### config.mk
export PLATFORM = sky130hd
export DESIGN_NAME = fp_add_dispatch
export DESIGN_NICKNAME = d
export VERILOG_FILES = /design/src/rtl/fp_pkg.sv /design/src/rtl/fp_op_fifo.sv /design/src/rtl/fp_add_dispatch.sv
export SDC_FILE = /design/constraint.sdc
export NUM_CORES = 1
export LEC_CHECK = 0
export BUFFER_PORTS_ARGS = -buffer_cell sky130_fd_sc_hd__buf_2
export CORE_ASPECT_RATIO = 1.75
export CORE_UTILIZATION = 51
export DETAILED_ROUTE_END_ITERATION = 8
export GPL_TIMING_DRIVEN = 0
export PLACE_DENSITY = 0.85
export SKIP_LAST_GASP = 1
export SYNTH_ARGS = -nofsm -noshare
export SYNTH_HDL_FRONTEND = slang
export SYNTH_HIERARCHICAL = 1
export SYNTH_SLANG_ARGS = --single-unit
### constraint.sdc
create_clock -name clk -period 3.3 [get_ports clk]
set_clock_uncertainty 0.2 [all_clocks]
set_input_delay 0.66 -clock clk [delete_from_list [all_inputs] [get_ports clk]]
set_output_delay 0.66 -clock clk [all_outputs]
set_load 0.005 [all_outputs]
### src/rtl/fp_pkg.sv
// Shared types and constants for the FP add dispatch sequencer.
package fp_pkg;

    typedef enum logic [2:0] {
        IDLE,
        KICK,
        ISSUE,
        WAIT,
        WB
    } dispatch_state_t;

    localparam logic [31:0] FP_QNAN      = 32'h7FC0_0000;
    localparam logic [31:0] FP_SIGN_MASK = 32'h8000_0000;

endpackage

### src/rtl/fp_op_fifo.sv
// Synchronous FIFO holding decoded FP ops ahead of the adder.
// Push is ignored when full and pop is ignored when empty; pointers wrap modulo DEPTH.
module fp_op_fifo #(
    parameter int WIDTH = 69,
    parameter int DEPTH = 4,
    localparam int PTR_W = $clog2(DEPTH),
    localparam int CNT_W = $clog2(DEPTH) + 1
) (
    input  logic             clk,
    input  logic             reset,
    input  logic             push_i,
    input  logic [WIDTH-1:0] wdata_i,
    input  logic             pop_i,
    output logic [WIDTH-1:0] rdata_o,
    output logic             full_o,
    output logic             empty_o,
    output logic [CNT_W-1:0] count_o
);

    logic [WIDTH-1:0] mem_q [DEPTH];
    logic [PTR_W-1:0] wr_ptr_q;
    logic [PTR_W-1:0] rd_ptr_q;
    logic [CNT_W-1:0] count_q;
    logic             do_push;
    logic             do_pop;

    assign full_o  = (count_q == CNT_W'(DEPTH));
    assign empty_o = (count_q == '0);
    assign count_o = count_q;
    assign rdata_o = mem_q[rd_ptr_q];
    assign do_push = push_i && !full_o;
    assign do_pop  = pop_i && !empty_o;

    // Pointer and occupancy bookkeeping; a simultaneous push and pop leaves the count unchanged.
    always_ff @(posedge clk) begin
        if (reset) begin
            wr_ptr_q <= '0;
            rd_ptr_q <= '0;
            count_q  <= '0;
        end else begin
            if (do_push) wr_ptr_q <= wr_ptr_q + 1'b1;
            if (do_pop)  rd_ptr_q <= rd_ptr_q + 1'b1;
            case ({do_push, do_pop})
                2'b10:   count_q <= count_q + 1'b1;
                2'b01:   count_q <= count_q - 1'b1;
                default: count_q <= count_q;
            endcase
        end
    end

    // Storage array; contents need no reset because the count gates every read.
    always_ff @(posedge clk) begin
        if (do_push) mem_q[wr_ptr_q] <= wdata_i;
    end

endmodule

### src/rtl/fp_add_dispatch.sv
// Sequencer in front of the multi-cycle FP adder: buffers ops, launches one at a time,
// detects the adder's done edge (or watchdog expiry) and presents the tagged result.
module fp_add_dispatch
    import fp_pkg::*;
#(
    parameter int DEPTH   = 4,
    parameter int TAG_W   = 5,
    parameter int TIMEOUT = 64
) (
    input  logic             clk,
    input  logic             reset,
    input  logic             in_valid,
    output logic             in_ready,
    input  logic [31:0]      in_op1,
    input  logic [31:0]      in_op2,
    input  logic             in_sub,
    input  logic [TAG_W-1:0] in_tag,
    output logic             fpu_kick,
    output logic             fpu_valid,
    output logic [31:0]      fpu_op1,
    output logic [31:0]      fpu_op2,
    input  logic             fpu_done,
    input  logic [31:0]      fpu_result,
    output logic             wb_valid,
    input  logic             wb_ready,
    output logic [TAG_W-1:0] wb_tag,
    output logic [31:0]      wb_data,
    output logic             busy,
    output logic             timeout_err
);

    localparam int ENT_W = 64 + TAG_W;
    localparam int CNT_W = $clog2(DEPTH) + 1;
    localparam int WD_W  = $clog2(TIMEOUT);

    dispatch_state_t  state_q, state_d;
    logic [31:0]      op1_q, op1_d;
    logic [31:0]      op2_q, op2_d;
    logic [TAG_W-1:0] tag_q, tag_d;
    logic [WD_W-1:0]  wd_q, wd_d;
    logic [TAG_W-1:0] wb_tag_q, wb_tag_d;
    logic [31:0]      wb_data_q, wb_data_d;
    logic             timeout_q, timeout_d;
    logic             done_q;
    logic             completion;

    logic [ENT_W-1:0] push_data;
    logic [ENT_W-1:0] fifo_rdata;
    logic             fifo_pop;
    logic             fifo_full;
    logic             fifo_empty;
    logic [CNT_W-1:0] fifo_count;

    assign push_data = {in_op1, (in_sub ? (in_op2 ^ FP_SIGN_MASK) : in_op2), in_tag};

    fp_op_fifo #(
        .WIDTH (ENT_W),
        .DEPTH (DEPTH)
    ) u_fifo (
        .clk     (clk),
        .reset   (reset),
        .push_i  (in_valid),
        .wdata_i (push_data),
        .pop_i   (fifo_pop),
        .rdata_o (fifo_rdata),
        .full_o  (fifo_full),
        .empty_o (fifo_empty),
        .count_o (fifo_count)
    );

    assign completion  = fpu_done && !done_q;
    assign in_ready    = !fifo_full;
    assign busy        = (fifo_count != '0) || (state_q != IDLE);
    assign fpu_op1     = op1_q;
    assign fpu_op2     = op2_q;
    assign wb_tag      = wb_tag_q;
    assign wb_data     = wb_data_q;
    assign timeout_err = timeout_q;

    // Launch FSM: pop, kick, hold operands, wait for done edge or watchdog, then hand off.
    always_comb begin
        state_d   = state_q;
        op1_d     = op1_q;
        op2_d     = op2_q;
        tag_d     = tag_q;
        wd_d      = wd_q;
        wb_tag_d  = wb_tag_q;
        wb_data_d = wb_data_q;
        timeout_d = timeout_q;
        fifo_pop  = 1'b0;
        fpu_kick  = 1'b0;
        fpu_valid = 1'b0;
        wb_valid  = 1'b0;
        case (state_q)
            IDLE: begin
                if (!fifo_empty) begin
                    fifo_pop               = 1'b1;
                    {op1_d, op2_d, tag_d}  = fifo_rdata;
                    state_d                = KICK;
                end
            end
            KICK: begin
                fpu_kick  = 1'b1;
                fpu_valid = 1'b1;
                wd_d      = '0;
                state_d   = ISSUE;
            end
            ISSUE: begin
                fpu_valid = 1'b1;
                state_d   = WAIT;
            end
            WAIT: begin
                fpu_valid = 1'b1;
                if (completion) begin
                    wb_data_d = fpu_result;
                    wb_tag_d  = tag_q;
                    state_d   = WB;
                end else if (wd_q == WD_W'(TIMEOUT - 1)) begin
                    wb_data_d = FP_QNAN;
                    wb_tag_d  = tag_q;
                    timeout_d = 1'b1;
                    state_d   = WB;
                end else begin
                    wd_d = wd_q + 1'b1;
                end
            end
            WB: begin
                wb_valid = 1'b1;
                if (wb_ready) state_d = IDLE;
            end
            default: state_d = IDLE;
        endcase
    end

    // State, operand, watchdog and result registers; done_q tracks the adder's done level every
    // cycle so a done left high by the previous op never looks like a fresh edge.
    always_ff @(posedge clk) begin
        if (reset) begin
            state_q   <= IDLE;
            op1_q     <= '0;
            op2_q     <= '0;
            tag_q     <= '0;
            wd_q      <= '0;
            wb_tag_q  <= '0;
            wb_data_q <= '0;
            timeout_q <= 1'b0;
            done_q    <= 1'b0;
        end else begin
            state_q   <= state_d;
            op1_q     <= op1_d;
            op2_q     <= op2_d;
            tag_q     <= tag_d;
            wd_q      <= wd_d;
            wb_tag_q  <= wb_tag_d;
            wb_data_q <= wb_data_d;
            timeout_q <= timeout_d;
            done_q    <= fpu_done;
        end
    end

endmodule

==> impl_metrics.csv <==
group,metric,value,unit
outcome,status,"completed",
timing,rsz0062_at_grt,"false",
grt,grt_pass1_wl,46100,um
worst_setup_path,path_class,"reg -> reg",
detailed_routing,wl_per_cell,20.2,um
detailed_routing,first_pass_iters,5,
logic_synthesis,synth-seq-area-share,0.733,
detailed_routing,num_vias,8525,
placed_design,io_buffers,213,
logic_synthesis,ys_ff_latch,402,
grt,grt_use_total,0.212,
grt,antenna_found_initial,5,
timing,fin_crit_sh,0.954,
detailed_routing,drt-vias-per-instance,5.52,
clock_network,htree_levels,2,
timing,clock.fmax,318,MHz
detailed_routing,postRouteAntennaNets,0,
placed_design,gp_congestion,0.823,
worst_setup_path,start_kind,"register",
worst_hold_path,min_path_type,"in -> reg",
clock_network,post_cts_buffers,0,
timing,drv_slew,0,
run,maxCapViolCount,0,
floorplanning,fp.coreArea,0.0285,mm2
power_and_ir_drop,powerDensity,824,mW/mm2
detailed_routing,first_iter_violations,474,
floorplanning,initial_core_util,0.517,
floorplanning,ios,214,
detailed_routing,drc_errors,0,
clock_network,cts_buffer_depth,3,
logic_synthesis,yosys_warnings,6,
logic_synthesis,synth_area_leaders,"edfxtp_1, dfxtp_1, mux4_2, nand2_1, a21oi_1",
power_and_ir_drop,clkPwrFrac,0.292,
grt,grt_max_degree,46,
clock_network,clk_pin_slew,0.07,ns
floorplanning,die_w,131,um
power_and_ir_drop,p_comb_frac,0.263,
layout,drive_above_1_share,0.371,
floorplanning,die_area,0.0296,mm2
clock_network,cts_resized,0,
clock_network,numCtsBuffers,35,
placed_design,pre_cts_slack,0.0975,ns
floorplanning,die_h,227,um
clock_network,cts_tree,"yes",
clock_network,ctsHoldBuffers,0,
timing,worst_pin_slew,0.791,ns
power_and_ir_drop,p_sw,0.00424,W
grt,overflow,0,
timing,setup_tns,0,ns
power_and_ir_drop,vdd_ir_drop_max,568,uV
power_and_ir_drop,switching_share,0.292,
logic_synthesis,yosysTopAreaCell,"edfxtp_1",
detailed_routing,drt_wl_total,31200,um
worst_setup_path,worstPathArrival,3.40,ns
clock_network,clock-sinks,402,
logic_synthesis,synth_nets,996,
logic_synthesis,ys_types,50,
power_and_ir_drop,p_seq_frac,0.445,
floorplanning,rows,82,
placed_design,dp_hpwl,20500,um
logic_synthesis,avgSynthCellArea,16.7,um2
worst_setup_path,crit_fanout,11,
logic_synthesis,netlist_instances,882,
worst_setup_path,end_kind,"register",
power_and_ir_drop,cellLeakagePower,6.33,nW
layout,syn_to_final_growth,19.5,%
timing,relSlewSlack,0.473,
logic_synthesis,synth_top_area_frac,0.562,
layout,final_nets,1250,
timing,fin_ws,0.151,ns
clock_network,insertion_delay,0.53,ns
placed_design,placed_cells,1477,
clock_network,root_buffer,"clkbuf_16",
timing,setup_viol,0,
grt,grt_pass1_vias,8685,
logic_synthesis,netlist_area,0.0148,mm2
worst_setup_path,critPathRequiredTime,3.55,ns
timing,min_period,3.15,ns
timing,hold_viol,0,
power_and_ir_drop,p_int,0.0103,W
layout,layoutNonFillerInstCount,1545,
## synthesized netlist by cell type, drive strengths merged
| cell type | number |
|---|---|
| and3b | 1 |
| a21oi | 80 |
| o41ai | 2 |
| a31oi | 4 |
| ha | 6 |
| inv | 12 |
| or3 | 4 |
| nand4 | 1 |
| a41oi | 1 |
| nor4b | 1 |
| a22o | 23 |
| dfxtp | 126 |
| xor2 | 4 |
| nor2 | 18 |
| mux2 | 1 |
| a211oi | 2 |
| nand3 | 9 |
| o21ba | 1 |
| o21ai | 13 |
| nor2b | 3 |
| o21a | 1 |
| a221oi | 1 |
| buf | 32 |
| clkinv | 1 |
| nand2b | 5 |
| clkbuf | 16 |
| mux4 | 69 |
| nor3b | 1 |
| nand3b | 1 |
| a2111oi | 1 |
| nand2 | 145 |
| edfxtp | 276 |
| o31ai | 1 |
| or4 | 1 |
| fa | 1 |
| mux2i | 1 |
| nor3 | 2 |
| and2 | 5 |
| o211ai | 1 |
| o221a | 9 |
## registers in the layout (all words and copies together), names as in the netlist, named ones only
name,count
u_fifo/count_o,3
timeout_err,1
u_fifo/rd_ptr_q,2
u_fifo/wr_ptr_q,2
wb_data,32
fpu_op2,32
tag_q,5
u_fifo/mem_q,276
wd_q,6
wb_tag,5
fpu_op1,32
state_q,3
done_q,1
## area by class of cell
cell class                      count  area [um2]
Tap cell                          378         473
Clock buffer                       44         961
Fill cell                        2115       10900
Sequential cell                   402       10800
Clock inverter                     20         245
Antenna cell                        4        10.0
Inverter                           13        56.3
Buffer                             48         343
Timing Repair Buffer              217        1180
Multi-Input combinational cell    419        3550
## metrics by stage
stage | hold slack [ns] | power [W] | util | area, um2
2_1_floorplan | 0.237 | 0.00904 | - | 14800
3_3_place_gp | 0.242 | 0.0103 | 0.571 | 16300
3_5_place_dp | 0.244 | 0.0104 | 0.575 | 16400
4_1_cts | 0.114 | 0.0147 | 0.618 | 17600
5_1_grt | 0.119 | 0.0152 | 0.618 | 17600
6_report | 0.139 | 0.0145 | 0.618 | 17600
## per-layer routing
layer / up-vias / global-route usage / routed length (um)
li1: 3866 / - / -
met2: 313 / 0.393 / 17200
met5: - / 0 / 10
met1: 4273 / 0.225 / 11100
met4: 2 / 0.104 / 1120
met3: 71 / 0.0402 / 1800
## power groups by stage
stage / clock, W / sequential [W] / combinational (W)
after floorplan: 0 / 0.00652 / 0.00253
after global placement: 0 / 0.00656 / 0.00371
after detailed placement: 0 / 0.00656 / 0.00385
after CTS: 0.00433 / 0.00646 / 0.00389
after global routing: 0.00452 / 0.00652 / 0.00416
final: 0.00425 / 0.00646 / 0.00382
## cells in the final DEF (no fill, tap or decap), types with 3 or more instances in the layout
cell type and count:
clkbuf_16 36, clkinv_1 4, ha_1 6, dfxtp_1 123
buf_1 5, nor2_1 16, clkbuf_1 21, edfxtp_1 276
o21ai_0 12, or3_1 4, buf_16 4, o221a_2 9
clkbuf_8 3, buf_2 221, mux4_2 69, dfxtp_2 3
buf_8 4, diode_2 4, buf_4 6, clkinv_2 7
a21oi_1 61, nand2_2 21, buf_6 7, and2_4 4
a22o_1 23, nand2_1 124, xor2_1 4, nand3_1 9
inv_1 11, bufinv_16 5, nor2b_1 3, nand2b_1 5
a31oi_1 4, a21oi_2 19
## critical path, stage by stage (launching register included)
cell     delay, ns
dfxtp_1       0.37
or4_1         0.58
buf_6         0.18
inv_8         0.10
buf_6         0.17
o31ai_1       0.13
inv_1         0.08
ha_1          0.17
inv_1         0.06
fa_1          0.38
xor2_1        0.17
or3_1         0.32
a21oi_1       0.15
## kinds of logic after synthesis
| family | count (synthesis) | synth area share |
|---|---|---|
| flip-flops | 402 | 0.733 |
| AND/OR/NAND/NOR | 197 | 0.0595 |
| AO/OA/AOI/OAI | 140 | 0.0651 |
| multiplexers | 71 | 0.107 |
| buffers and inverters | 61 | 0.0271 |
| adder cells (fa/ha/maj) | 7 | 0.00645 |
| XOR/XNOR | 4 | 0.00237 |
## final timing paths
check | startpoint | endpoint | slack (ns) | cells after the start
max | state_q[2]$_SDFFE_PP0P_ | u_fifo/count_o[2]$_SDFFE_PP0P_ | 0.15 | 12
min | in_op1[5] | u_fifo/mem_q[0][42]$_DFFE_PP_ | 0.14 | 1
max reg2reg | state_q[2]$_SDFFE_PP0P_ | u_fifo/count_o[2]$_SDFFE_PP0P_ | 0.15 | 12
min reg2reg | fpu_op2[30]$_SDFFE_PP0P_ | fpu_op2[30]$_SDFFE_PP0P_ | 0.25 | 2
Power figures use the tool's default switching activity.
